## src/rtl/title_sequencer_pkg.sv

```systemverilog
// Shared definitions for the title-overlay sequencer and its neighbours:
// FSM state encoding and the default display timing constants.
package title_sequencer_pkg;

  typedef logic [1:0] state_t;

  localparam state_t ST_IDLE  = 2'd0;
  localparam state_t ST_ARM   = 2'd1;
  localparam state_t ST_SHOW  = 2'd2;
  localparam state_t ST_BLINK = 2'd3;

  // Default overlay timing, shared with the other overlay blocks.
  localparam int DEF_NUM_TITLES    = 4;
  localparam int DEF_SHOW_FRAMES   = 60;
  localparam int DEF_BLINK_FRAMES  = 15;
  localparam int DEF_BLINK_TOGGLES = 4;
  localparam int DEF_CNT_W         = 8;

endpackage

```

## src/rtl/title_sequencer_if.sv

```systemverilog
// Control bundle between the overlay controller (master) and the title
// sequencer (slave): frame timing, requests, abort, and region enables.
interface title_sequencer_if #(
  parameter int NUM_TITLES = 4
) ();

  localparam int ID_W = $clog2(NUM_TITLES);

  logic                  frame_start;
  logic [NUM_TITLES-1:0] req;
  logic                  force_off;
  logic [NUM_TITLES-1:0] title_en;
  logic [ID_W-1:0]       grant_id;
  logic                  busy;
  logic                  done;

  modport master (
    output frame_start, req, force_off,
    input  title_en, grant_id, busy, done
  );

  modport slave (
    input  frame_start, req, force_off,
    output title_en, grant_id, busy, done
  );

endinterface

```

## src/rtl/title_sequencer_rr_arbiter.sv

```systemverilog
// Combinational round-robin pick: first set request at or above i_ptr,
// wrapping at N. Reusable for any shared overlay resource.
module rr_arbiter #(
  parameter  int N     = 4,
  localparam int IDX_W = $clog2(N)
) (
  input  logic [N-1:0]     i_req,
  input  logic [IDX_W-1:0] i_ptr,
  output logic             o_valid,
  output logic [IDX_W-1:0] o_idx
);

  logic [IDX_W-1:0] w_pos;

  // Scan offsets from farthest to nearest so the nearest hit is written last.
  always_comb begin
    // NOTE: every output gets a default before the loop, so no path leaves
    // a value unassigned and no latch is inferred.
    o_valid = 1'b0;
    o_idx   = '0;
    w_pos   = '0;
    for (int k = N - 1; k >= 0; k--) begin
      w_pos = IDX_W'((int'(i_ptr) + k) % N);
      if (i_req[w_pos]) begin
        o_valid = 1'b1;
        o_idx   = w_pos;
      end
    end
  end

endmodule

```

## src/rtl/title_sequencer.sv

```systemverilog
// Frame-synchronous title scheduler: grants one requester round-robin,
// lights its region for SHOW_FRAMES frames, then blinks it, changing
// enables only on frame boundaries.
module title_sequencer
  import title_sequencer_pkg::*;
#(
  parameter int NUM_TITLES    = DEF_NUM_TITLES,
  parameter int SHOW_FRAMES   = DEF_SHOW_FRAMES,
  parameter int BLINK_FRAMES  = DEF_BLINK_FRAMES,
  parameter int BLINK_TOGGLES = DEF_BLINK_TOGGLES,
  parameter int CNT_W         = DEF_CNT_W
) (
  input  logic               clk,
  input  logic               reset,
  title_sequencer_if.slave   bus
);

  localparam int ID_W = $clog2(NUM_TITLES);
  localparam int BC_W = (BLINK_TOGGLES < 2) ? 1 : $clog2(BLINK_TOGGLES + 1);

  localparam logic [CNT_W-1:0] SHOW_LAST  = CNT_W'(SHOW_FRAMES - 1);
  localparam logic [CNT_W-1:0] BLINK_LAST = CNT_W'(BLINK_FRAMES - 1);
  localparam logic [BC_W-1:0]  BLINK_END  = BC_W'(BLINK_TOGGLES);

  state_t                r_state;
  logic [NUM_TITLES-1:0] r_title_en;
  logic [ID_W-1:0]       r_grant_id;
  logic [ID_W-1:0]       r_rr_ptr;
  logic                  r_busy;
  logic                  r_done;
  logic [CNT_W-1:0]      r_frame_cnt;
  logic [BC_W-1:0]       r_blink_cnt;

  logic                  w_arb_valid;
  logic [ID_W-1:0]       w_arb_idx;
  logic [NUM_TITLES-1:0] w_grant_oh;
  logic [ID_W-1:0]       w_next_ptr;
  logic                  w_show_end;
  logic                  w_blink_end;
  logic                  w_finish;

  rr_arbiter #(.N(NUM_TITLES)) u_arb (
    .i_req   (bus.req),
    .i_ptr   (r_rr_ptr),
    .o_valid (w_arb_valid),
    .o_idx   (w_arb_idx)
  );

  // One-hot enable pattern of the granted title.
  always_comb begin
    w_grant_oh             = '0;
    w_grant_oh[r_grant_id] = 1'b1;
  end

  // Frame-boundary events that end a phase, and the normal-completion point.
  assign w_show_end  = (r_state == ST_SHOW)  && bus.frame_start && (r_frame_cnt == SHOW_LAST);
  assign w_blink_end = (r_state == ST_BLINK) && bus.frame_start && (r_frame_cnt == BLINK_LAST);
  assign w_finish    = (w_show_end && (BLINK_TOGGLES == 0)) ||
                       (w_blink_end && (r_blink_cnt == BLINK_END));
  assign w_next_ptr  = (r_grant_id == ID_W'(NUM_TITLES - 1)) ? '0 : r_grant_id + 1'b1;

  // Sequencer FSM: abort beats completion, completion beats normal stepping.
  always_ff @(posedge clk or negedge reset) begin
    // NOTE: state registers use non-blocking assignments so every update in
    // this block sees the pre-edge values, independent of statement order.
    if (!reset) begin
      r_state     <= ST_IDLE;
      r_title_en  <= '0;
      r_grant_id  <= '0;
      r_rr_ptr    <= '0;
      r_busy      <= 1'b0;
      r_done      <= 1'b0;
      r_frame_cnt <= '0;
      r_blink_cnt <= '0;
    end else begin
      r_done <= 1'b0;
      if (bus.force_off) begin
        r_state     <= ST_IDLE;
        r_title_en  <= '0;
        r_busy      <= 1'b0;
        r_frame_cnt <= '0;
        r_blink_cnt <= '0;
      end else if (w_finish) begin
        r_state     <= ST_IDLE;
        r_title_en  <= '0;
        r_busy      <= 1'b0;
        r_done      <= 1'b1;
        r_rr_ptr    <= w_next_ptr;
        r_frame_cnt <= '0;
        r_blink_cnt <= '0;
      end else begin
        case (r_state)
          ST_IDLE: begin
            // frame_start is deliberately ignored here, even in the grant cycle.
            if (w_arb_valid) begin
              r_grant_id <= w_arb_idx;
              r_busy     <= 1'b1;
              r_state    <= ST_ARM;
            end
          end
          ST_ARM: begin
            if (bus.frame_start) begin
              r_title_en  <= w_grant_oh;
              r_frame_cnt <= '0;
              r_state     <= ST_SHOW;
            end
          end
          ST_SHOW: begin
            if (w_show_end) begin
              // Going dark here is the first blink toggle.
              r_title_en  <= '0;
              r_blink_cnt <= BC_W'(1);
              r_frame_cnt <= '0;
              r_state     <= ST_BLINK;
            end else if (bus.frame_start) begin
              r_frame_cnt <= r_frame_cnt + 1'b1;
            end
          end
          ST_BLINK: begin
            if (w_blink_end) begin
              r_frame_cnt <= '0;
              r_title_en  <= r_title_en ^ w_grant_oh;
              r_blink_cnt <= r_blink_cnt + 1'b1;
            end else if (bus.frame_start) begin
              r_frame_cnt <= r_frame_cnt + 1'b1;
            end
          end
          default: r_state <= ST_IDLE;
        endcase
      end
    end
  end

  assign bus.title_en = r_title_en;
  assign bus.grant_id = r_grant_id;
  assign bus.busy     = r_busy;
  assign bus.done     = r_done;

  // Parameter sanity and the zero-or-one-hot enable invariant.
  always_ff @(posedge clk) begin
    if (reset) begin
      assert (BLINK_TOGGLES % 2 == 0);
      assert (SHOW_FRAMES >= 1);
      assert (BLINK_FRAMES >= 1);
      assert ($onehot0(r_title_en));
    end
  end

endmodule

```

## src/flat_wrapper.sv

```systemverilog
// flat-port wrapper written by rule: the top's interface ports become plain ports
module title_sequencer_flat import title_sequencer_pkg::*;
#(
  parameter int NUM_TITLES    = DEF_NUM_TITLES,
  parameter int SHOW_FRAMES   = DEF_SHOW_FRAMES,
  parameter int BLINK_FRAMES  = DEF_BLINK_FRAMES,
  parameter int BLINK_TOGGLES = DEF_BLINK_TOGGLES,
  parameter int CNT_W         = DEF_CNT_W
)
  (clk, reset, bus_frame_start, bus_req, bus_force_off, bus_title_en, bus_grant_id, bus_busy, bus_done);
  title_sequencer_if #(.NUM_TITLES(NUM_TITLES)) bus_i ();
  input  logic clk;
  input  logic reset;
  input wire logic [$bits(bus_i.frame_start)-1:0] bus_frame_start;
  input wire logic [$bits(bus_i.req)-1:0] bus_req;
  input wire logic [$bits(bus_i.force_off)-1:0] bus_force_off;
  output wire logic [$bits(bus_i.title_en)-1:0] bus_title_en;
  output wire logic [$bits(bus_i.grant_id)-1:0] bus_grant_id;
  output wire logic [$bits(bus_i.busy)-1:0] bus_busy;
  output wire logic [$bits(bus_i.done)-1:0] bus_done;
  assign bus_i.frame_start = bus_frame_start;
  assign bus_i.req = bus_req;
  assign bus_i.force_off = bus_force_off;
  assign bus_title_en = bus_i.title_en;
  assign bus_grant_id = bus_i.grant_id;
  assign bus_busy = bus_i.busy;
  assign bus_done = bus_i.done;
  title_sequencer #(.NUM_TITLES(NUM_TITLES), .SHOW_FRAMES(SHOW_FRAMES), .BLINK_FRAMES(BLINK_FRAMES), .BLINK_TOGGLES(BLINK_TOGGLES), .CNT_W(CNT_W)) u_core (.clk(clk), .reset(reset), .bus(bus_i));
endmodule
```

## config.mk

```make
export PLATFORM = sky130hd
export DESIGN_NAME = title_sequencer_flat
export DESIGN_NICKNAME = d
export VERILOG_FILES = /design/src/rtl/title_sequencer_pkg.sv /design/src/rtl/title_sequencer_if.sv /design/src/rtl/title_sequencer_rr_arbiter.sv /design/src/rtl/title_sequencer.sv /design/src/flat_wrapper.sv
export SDC_FILE = /design/constraint.sdc
export NUM_CORES = 1
export LEC_CHECK = 0
export CORE_UTILIZATION = 42
export DETAILED_ROUTE_END_ITERATION = 10
export SLEW_MARGIN = 20
export SYNTH_ARGS = -nofsm -noshare
export SYNTH_HDL_FRONTEND = slang
export SYNTH_SLANG_ARGS = --single-unit
```

## constraint.sdc

```tcl
create_clock -name clk -period 4.4 [get_ports clk]
set_input_delay 0.88 -clock clk [delete_from_list [all_inputs] [get_ports clk]]
set_output_delay 0.88 -clock clk [all_outputs]
set_load 0.02 [all_outputs]
```

* Word level (Yosys, flattened, before mapping)
Cells that the tools add are included.
** Word-level totals
- Flip-flop bits (word level) :: 23
- Bits of input ports :: 8
- Word-level logic and storage cells :: 102
** Cells by class
- Add/sub/neg operators :: 6
- $lt $le $gt $ge :: 6
- Bitwise operators :: 3
- Equality and inequality tests :: 11
- Reductions and logical operators :: 19
- Muxes and demuxes :: 49
** Operators by type and width (count)
- $mux 8 :: 6
- $pmux 8 s3 :: 1
- $mux 2 :: 10
- $mux 4 :: 5
- $lt 2x3->1 const B :: 5
- $mux 1 :: 15
- $mux 3 :: 4
- $pmux 4 s3 :: 1
- $reduce_and 4->1 :: 3
- $reduce_bool 5->1 :: 2
- $add 8x1->8 const B :: 1
- $bmux 1 s2 :: 4
- $eq 8x4->1 const B :: 1
- $eq 8x6->1 const B :: 1
- $ne 4x2->1 const B :: 2
- $ne 4x3->1 const B :: 2
- $eq 2x2->1 const B :: 3
- $logic_and 1x1->1 :: 6
- $pmux 2 s3 :: 1
- $pmux 3 s2 :: 1
- $reduce_and 2->1 :: 3
- $reduce_bool 3->1 :: 2
- $add 2x1->2 const B :: 2
- $add 2x2->2 const B :: 2
- 10 further kinds :: 11

* Longest topological paths before layout
Gate-level depths: netlist of run 1.
- Depth after elaboration :: 11
- Gate-level depth with buffers :: 8

* Modules after synthesis
From an unflattened synthesis of run 1, not the netlist that was laid out.
** Second synthesis, totals
- Cells, all modules :: 168
- Area, all modules :: 1576.5 um^2
** By module, submodules not included
- title_sequencer :: sequential area each 575.6 um^2, cells each 155, instances 1, area each 1498.9 um^2
- rr_arbiter :: sequential area each 0.0 um^2, cells each 13, instances 1, area each 77.6 um^2

* Worst setup path after synthesis of run 1
OpenSTA, ideal clock, no wires.
- Kind :: in2reg
- Start :: input bus_frame_start
- End :: register u_core.r_blink_cnt[2]
- Arrival time :: 2466 ps
- Path buffers :: 1
- Cell stages on the path :: 6
- Setup slack :: 1865 ps
- Library setup time :: 69 ps
- Cells stage by stage :: clkbuf_1 > nand4b_1 > or3_4 > a21o_1 > or4_1 > nand3_1
** On the way
- Word-level cells in the longest chain between the ends :: 5
- Elaborated cells between the ends (all ways) :: 11
- Those cells by class :: eq/ne (2); mux (2); reduce/logical (7)
** RTL lines
- start: declaration :: line flat_wrapper.sv:14 : input wire logic [$bits(bus_i.frame_start)-1:0] bus_frame_start;
- $logic_and 1x1->1 (2 in a row) :: line title_sequencer.sv:57 : assign w_blink_end = (r_state == ST_BLINK) && bus.frame_start && (r_frame_cnt == BLINK_LAST);
- $logic_and 1x1->1 :: line title_sequencer.sv:59 : (w_blink_end && (r_blink_cnt == BLINK_END));
- $ne 4x2->1 (no line) (tied with other cells)
- $reduce_and 3->1 (no line) or $mux 3 (tied branches)
- end signal: assignment :: line title_sequencer.sv:123 : r_blink_cnt <= r_blink_cnt + 1'b1;
- end: declaration :: line title_sequencer.sv:32 : logic [BC_W-1:0] r_blink_cnt;
Parallel ways exist; a longest one is shown, timed or not.
A chain may end at the register's enable or synchronous reset.

* Worst setup path in the final report of run 1
Same ends and word-level chain as after synthesis.

==> metrics list, run 1 <==
* Clock skew after layout: ~0.0037 ns
* Y dimension of the die: between 60 and 70 um
- Hold buffers post-CTS: 0
* Register clock-pin slew on the reported worst setup and hold paths: approximately 0.13 ns
- GRT Util Overall: between 20% and 30%
* Worst flop-to-flop path endpoint: u_core.r_blink_cnt[2]
- Setup TNS: 0 ns
- Outcome: complete, no violations
- Via count normalized by instance count: ~5.7
- Cell Area, Placed: 0.001708 sq mm
- CP Max Fanout: 15
* Final core occ: 51.02%
- After technology mapping, the gate count stands at ~160.
* Most frequent cells in the layout: 23 x sky130_fd_sc_hd__dfrtp_1, 17 x sky130_fd_sc_hd__nand2_1, 14 x sky130_fd_sc_hd__nor2_1, 14 x sky130_fd_sc_hd__clkdlybuf4s50_1, 13 x sky130_fd_sc_hd__o21ai_0
* Endpoint, Worst Hold: u_core.bus.busy
* HPWL reported at the end of detailed placement: 2556 um
- The number of nets handed over by synthesis was roughly 180.
- TritonCTS built the clock tree.
- Gp weighted congestion: 0.7740
- After detailed routing, the number of remaining DRC violations is 0.
* CTS Root Buffer Type: sky130_fd_sc_hd__clkbuf_4
- The worst setup path is of the in2reg kind.
* Startpoint of the most critical hold path: u_core.bus.busy
- The number of clock buffers added by TritonCTS is 3.
* Total vias in the final route: around 1.3k
- The setup check on the worst reg-to-reg path leaves a slack of approximately 1.9 ns.
- Most common library cell in the layout ignoring fill and taps: sky130_fd_sc_hd__dfrtp_1
* Final Net Count: 201
- Counting flops with an async set or reset pin after synthesis yields a share of 100.0%.
- Register area share after synthesis: between 30% and 40%
* R2R depth: 5
- Critical path data required time: 4.66 ns
* Clk_lat worst skew: between 0.3 and 0.4 ns
* Final setup violation count: 0
* Number of global-route vias before repair: around 1.2k
- Data arrives at the worst endpoint at about 3.2 ns.
- Number of fill cells: 323
- In this run the power density over the cells is 465.5 mW/mm^2.
- Maximum operating frequency: ~350 MHz
- Synth unique cells: 39
- Global-route wire length before repair: about 5800 um
- The finished cells cover about 0.0017 sq mm.
* H-tree levels: 1
- Total overflow reported by the global router: 0
- For the pin with the worst max-slew slack, the measured transition is 0.7359 ns.
* Critical-path cell with the highest stage delay: sky130_fd_sc_hd__clkdlybuf4s50_1
- Cells along the critical path: clkdlybuf4s50_1 -> nand4b_1 -> or3_4 -> a21o_1 -> or4_1 -> nand3_1
- Initial antenna violation count: 0
* Total wire length after detailed routing: roughly 3400 um
- In this run the tightest slew margin relative to its limit is 50.52%.
* Unrepaired setup endpoints after global routing: false
- Reg2Reg Launch Point: u_core.r_frame_cnt[4]
* Maximum root-to-sink buffer count: 2
- IR analysis of the VDD net gives a maximum drop of 0.0002924 V.
- Area delta synth->final: 14.59%
* Post-synthesis sequential element count: 23
- Count of buffers from port buffering: 15
- Boundary pin count: 16
- For this configuration, the core starts out at a cell density of 44.52%.
* Antenna diode count: 0
- Post-CTS repair changed the size of 0 cells.
- Most used flip-flop cell after synthesis: sky130_fd_sc_hd__dfrtp_1
- Total number of placement rows: 21
- The max-slew violation count is 0.
- For this design the static power due to leakage is approximately 0.75 nW.
- The core region is approximately 0.0034 sq mm.
* Total of max-cap violations: 0
- Ratio of cells with drive above 1 in the final layout: under 10%
- Total clock sinks: 23
- Routed length per placed instance: roughly 15 um
- In this run, the number of DRC markers left after iteration 0 of detailed routing was 90.
- Post-CTS timing repair inserted 0 buffers for setup.
- Entering global routing, the biggest net connects 24 pins.
- DIE WIDTH: about 62 um
- In this run the remaining antenna-violating nets after routing total 0.
* Number of flops mapped to enable cells by yosys: 0
* CP peak stage delay: between 0.6 and 0.7 ns
- Number of hold violations in the final report: 0
* Average cell area after synthesis: roughly 9 sq um
- Post-route fraction of the period consumed by the critical path: 65.85%
- Worst Hold Depth: 1
* Total Die Area: 0.003837 sq mm
- Type of element capturing the critical path: register
* Type of element launching the critical path: input port
- The synthesized netlist occupies a cell area of 0.001509 sq mm.
- Worst hold-check path type: reg2reg
- Number of warnings reported in the yosys synthesis log: 0
- Tmin final: about 2.9 ns
- Before antenna repair, the detailed router went through 4 iterations.
registers in the layout, summed over array words and instances (netlist names):
register / cells
u_core.bus.done: 1
u_core.r_state: 2
u_core.bus.title_en: 4
u_core.r_frame_cnt: 8
u_core.bus.busy: 1
u_core.r_rr_ptr: 2
u_core.bus.grant_id: 2
u_core.r_blink_cnt: 3
through the flow:
step           power (W)  setup slack, ns  cells  hold WS (ns)
4_1_cts        0.0008147            1.516    226        0.5125
2_1_floorplan  0.0005726            1.865    164        0.4935
3_5_place_dp   0.0007090            1.170    222        0.4736
6_report       0.0008050            1.503    226        0.5100
5_1_grt        0.0008773            1.369    226        0.5377
3_3_place_gp   0.0007027            1.234    222        0.4657
layout make-up:
class	instances	area (sq um)	area share, %
well taps	46	57.56	3.329
multi-input cells	126	875.8	50.65
clock buffers	4	26.28	1.520
flip-flops and latches	23	575.6	33.29
repair buffers	16	152.6	8.828
inverters	11	41.29	2.388
kinds of logic after synthesis:
kind of cell             synth area share (%)
AND/OR/NAND/NOR                         18.91
buffers and inverters                   3.814
multiplexers                            3.565
AO/OA/AOI/OAI                           25.62
adder cells (fa/ha/maj)                 9.950
flip-flops                              38.14
Yosys cell counts, types with 2 or more instances:
| library cell | count | area (sq um) |
|---|---|---|
| sky130_fd_sc_hd__o31ai_1 | 4 | 30.03 |
| sky130_fd_sc_hd__nand2b_1 | 2 | 12.51 |
| sky130_fd_sc_hd__a21oi_1 | 7 | 35.03 |
| sky130_fd_sc_hd__o211ai_1 | 5 | 37.54 |
| sky130_fd_sc_hd__clkbuf_1 | 3 | 11.26 |
| sky130_fd_sc_hd__inv_1 | 11 | 41.29 |
| sky130_fd_sc_hd__o21a_1 | 3 | 22.52 |
| sky130_fd_sc_hd__nand2_1 | 17 | 63.81 |
| sky130_fd_sc_hd__o41ai_1 | 2 | 17.52 |
| sky130_fd_sc_hd__a22o_1 | 5 | 43.79 |
| sky130_fd_sc_hd__mux2i_1 | 2 | 20.02 |
| sky130_fd_sc_hd__nor2_1 | 14 | 52.55 |
| sky130_fd_sc_hd__ha_1 | 12 | 150.1 |
| sky130_fd_sc_hd__mux2_2 | 3 | 33.78 |
| sky130_fd_sc_hd__a32o_1 | 3 | 30.03 |
| sky130_fd_sc_hd__nor3_1 | 3 | 15.01 |
| sky130_fd_sc_hd__o21ai_0 | 13 | 65.06 |
| sky130_fd_sc_hd__a21o_1 | 4 | 30.03 |
| sky130_fd_sc_hd__nor2b_1 | 5 | 31.28 |
| sky130_fd_sc_hd__dfrtp_1 | 23 | 575.6 |
| sky130_fd_sc_hd__nand3_1 | 5 | 25.02 |
critical path, delay by kind of cell:
family | cells | cell delay (ns)
compound gates | 1 | 0.34
buf+inv | 1 | 0.64
simple gates | 4 | 1.28
where the power goes:
part,total (W),internal (W),switching (W)
combinational,0.000409,0.000177,0.000232
sequential,0.000296,0.000253,0.0000425
clock,0.000100,0.0000354,0.0000647
total,0.000805,0.000466,0.000339
how the worst max path moves through the flow:
stage | start | endpoint | slack [ns]
final | bus_frame_start | u_core.r_blink_cnt[2] | 1.50
after global routing | bus_frame_start | u_core.r_blink_cnt[2] | 1.37
after CTS | bus_frame_start | u_core.r_blink_cnt[2] | 1.52
after detailed placement | bus_frame_start | u_core.r_blink_cnt[2] | 1.17
after global placement | bus_frame_start | u_core.r_blink_cnt[2] | 1.23
after floorplan | bus_frame_start | u_core.r_blink_cnt[2] | 1.86
layer usage:
| layer | global-route usage, % | up-vias | share of wire, % |
|---|---|---|---|
| met5 | 0 | - | 0 |
| met4 | 6.667 | 0 | 0.61 |
| met3 | 1.863 | 3 | 5.9 |
| met2 | 31.61 | 38 | 45 |
| met1 | 30.55 | 612 | 49 |
| li1 | - | 633 | - |
Power figures use the tool's default switching activity.
==> run 2, diff against run 1 <==
==> constraint.sdc (replaced) <==
create_clock -name clk -period 2.5 [get_ports clk]
set_input_delay 0.5 -clock clk [delete_from_list [all_inputs] [get_ports clk]]
set_output_delay 0.5 -clock clk [all_outputs]
set_load 0.02 [all_outputs]
==> metrics list, run 2 (synthesis gave the netlist of run 1 again) <==
* Most frequent cells in the layout: 23 x sky130_fd_sc_hd__dfrtp_1, 17 x sky130_fd_sc_hd__nand2_1, 15 x sky130_fd_sc_hd__clkdlybuf4s50_1 (was 23 x sky130_fd_sc_hd__dfrtp_1, 17 x sky130_fd_sc_hd__nand2_1, 14 x sky130_fd_sc_hd__nor2_1, 14 x sky130_fd_sc_hd__clkdlybuf4s50_1, 13 x sky130_fd_sc_hd__o21ai_0)
- Largest net degree at the start of global routing: 24 (unchanged)
- The flip-flop count of the largest register, all copies and words added came to 8 (unchanged).
- TritonCTS clock tree: yes (unchanged)
- Placed insts: 234 (was 222)
* Total overflow reported by the global router: 0 (unchanged)
- Total vias in the final route: 1342 (was 1286)
- Total Die Area: 0.003837 sq mm (unchanged)
* GRT Util Overall: 21.49% (was 20.65%)
- Register clock-pin slew on the reported worst setup and hold paths: 0.14 ns (was 0.13 ns)
- The static leakage power was 0.8113 nW (was 0.7519 nW).
* Routed length per placed instance: 15.01 um (was 15.23 um)
- Final Net Count: 213 (was 201)
- Clk_lat worst skew: 0.32 ns (was 0.31 ns)
- The post-detailed-routing wire length was 3572 um (was 3442 um).
- The post-CTS setup buffer count was 0 (unchanged).
- Largest voltage drop on the vdd net: 0.0005154 V (was 0.0002924 V)
- Hold buffers post-CTS: 0 (unchanged)
- Timing would allow up to ~430 MHz.
* Y dimension of the die: 61.94 um (unchanged)
* Area delta synth->final: 20.90% (was 14.59%)
* DIE WIDTH: 61.94 um (unchanged)
* Tmin final: around 2.3 ns
* Ratio of cells with drive above 1 in the final layout: 12.50% (was 7.222%)
- The final setup TNS came to 0 ns (unchanged).
- Clock skew after layout: 0.01064 ns (was 0.003679 ns)
- The switching part of the total is 42.05% (was 42.17%).
- The I/O pin total came to 16 (unchanged).
* Number of global-route vias before repair: 1296 (was 1239)
* Total iterations of the first detailed-routing run: 4 (unchanged)
- Critical path data required time: 2.76 ns (was 4.66 ns)
- Critical path type: reg2reg (was in2reg)
- Clk pwr share: 12.3% (was 12.4%)
- CP peak stage delay: 0.58 ns (was 0.64 ns)
- The highest-delay cell along the critical path is sky130_fd_sc_hd__or4b_4 (was sky130_fd_sc_hd__clkdlybuf4s50_1).
- The number of endpoints failing setup at the final stage came to 0 (unchanged).
- The final number of hold-violating endpoints came to 0 (unchanged).
- The max-slew headroom at the worst pin was 70.27% (was 50.52%).
* Clock buffer count from CTS: 3 (unchanged)
* Gp weighted congestion: 0.8492 (was 0.7740)
* Number of pins exceeding their max-slew limit in the final report: 0 (unchanged)
* Total number of placement rows: 21 (unchanged)
- Total clock sinks: 23 (unchanged)
- Type of element capturing the critical path: register (unchanged)
* Remaining design rule violation count: 0 (unchanged)
- The final standard cell utilization of the core was 53.82% (was 51.02%).
* Worst Hold Depth: 1 (unchanged)
* Internal power component: 0.0008521 W (was 0.0004655 W)
- Non-Filler Instances: 238 (was 226)
- H-tree levels: 1 (unchanged)
* Type of element launching the critical path: register (was input port)
- The wire length of the first global-routing pass came to 5961 um (was 5761 um).
- CTS Root Buffer Type: sky130_fd_sc_hd__clkbuf_4 (unchanged)
* Transition time of the tightest slew-check pin: 0.4401 ns (was 0.7359 ns)
- Power per cell area: 806.0 mW/mm^2 (was 465.5 mW/mm^2)
- Cells along the critical path: or4b_4 -> or3_4 -> a21o_1 -> buf_4 -> o31ai_1 -> a32o_1 (was clkdlybuf4s50_1 -> nand4b_1 -> or3_4 -> a21o_1 -> or4_1 -> nand3_1)
* Initial antenna violation count: 0 (unchanged)
- The worst path uses 92.42% of the clock period.
- The number of inserted filler cells in the final layout was 330 (was 323).
* Part of the total power dissipated in combinational logic: 52.2% (was 50.8%)
* Initial standard-cell utilization of the core: 44.52% (unchanged)
* HPWL reported at the end of detailed placement: 2644 um (was 2556 um)
* Worst hold-check path type: reg2reg (unchanged)
- The proportion of power drawn by flip-flops and latches was 35.5% (was 36.8%).
- Outcome: complete, no violations (unchanged)
* R2R depth: 6 (was 5)
* 1st-iter DRT viols: 57 (was 90)
- CP Max Fanout: 6 (was 15)
- The placeable core area came to 0.003390 sq mm (unchanged).
- The most common library cell in the layout ignoring fill and taps was sky130_fd_sc_hd__dfrtp_1 (unchanged).
- Count of buffers from port buffering: 15 (unchanged)
* Quantity of gates resized following cts: 0 (unchanged)
- The reg2reg setup slack was 0.19 ns (was 1.94 ns).
* Data arrival time of the critical path: 2.57 ns (was 3.16 ns)
- The antenna diode instance count is 0 (unchanged).
- Final antenna-violating net count: 0 (unchanged)
- Register with the highest flop count: u_core.r_frame_cnt (unchanged)
- Total of max-cap violations: 0 (unchanged)
- Unrepaired setup endpoints after global routing: false (unchanged)
* Switching power: 0.0006182 W (was 0.0003395 W)
- Via count normalized by instance count: 5.639 (was 5.690)
- The clock tree buffer depth came to 2 (unchanged).
==> run 2: cell count changes in the layout (fill, tap and decap cells not counted), sizes merged <==
cell | previous run | this run
clkdlybuf4s50 | 14 | 15
buf | 2 | 13
==> run 2: layer usage <==
metal / part of all wire (%) / track usage, %
met5: 0 / 0
met4: 0.90 / 5.714
met3: 2.5 / 3.106
met2: 44 / 34.35
met1: 53 / 30.40
==> run 2: metrics by stage <==
step / cell area, sq um / hold slack [ns] / worst slack, ns / power, W
after CTS: 1824 / 0.4965 / 0.1952 / 0.001476
final: 1824 / 0.4942 / 0.1895 / 0.001470
after floorplan: 1509 / 0.2044 / 0.3367 / 0.001008
after global routing: 1824 / 0.5162 / 0.09751 / 0.001588
after detailed placement: 1798 / 0.4737 / 0.01901 / 0.001287
after global placement: 1798 / 0.4620 / 0.03764 / 0.001273
==> run 2: path summary, 6_finish.rpt <==
check,startpoint,end
worst max-delay path,u_core.r_frame_cnt[4],u_core.bus.title_en[0]
worst min-delay path,u_core.bus.title_en[1],u_core.bus.title_en[1]
worst max register to register,u_core.r_frame_cnt[4],u_core.bus.title_en[0]
worst min register to register,u_core.bus.title_en[1],u_core.bus.title_en[1]
max in group asynchronous,reset,u_core.r_rr_ptr[1]
min in group asynchronous,reset,u_core.r_frame_cnt[1]
==> run 2: final cells by class <==
class	count	area (sq um)	area share, %
Inverter	11	41.29	2.263
Clock buffer	4	26.28	1.440
Timing Repair Buffer	28	247.7	13.58
Tap cell	46	57.56	3.155
Multi-Input combinational cell	126	875.8	48.01
Sequential cell	23	575.6	31.55
==> run 2: critical path, delay by kind of cell (launching register included) <==
family / cells / cell delay [ns]
AND/OR/NAND/NOR: 2 / 0.99
AO/OA/AOI/OAI: 3 / 0.64
flip-flops: 1 / 0.46
buffers and inverters: 1 / 0.16
==> run 2: power groups by stage <==
stage                     Clock (W)  Combinational (W)  Sequential [W]
final                      0.000181           0.000767        0.000522
after global routing       0.000201           0.000850        0.000537
after CTS                  0.000186           0.000767        0.000523
after detailed placement          0           0.000758        0.000529
after global placement            0           0.000748        0.000524
after floorplan                   0           0.000443        0.000565
==> run 3, diff against run 2 <==
--- a/config.mk
+++ b/config.mk
@@ -7,6 +7,7 @@
 export LEC_CHECK = 0
 export CORE_UTILIZATION = 42
 export DETAILED_ROUTE_END_ITERATION = 10
+export HOLD_SLACK_MARGIN = 0.12
 export SLEW_MARGIN = 20
 export SYNTH_ARGS = -nofsm -noshare
 export SYNTH_HDL_FRONTEND = slang
==> results of run 3 <==
Final layout, timing and power as in run 2 (identical DEF).
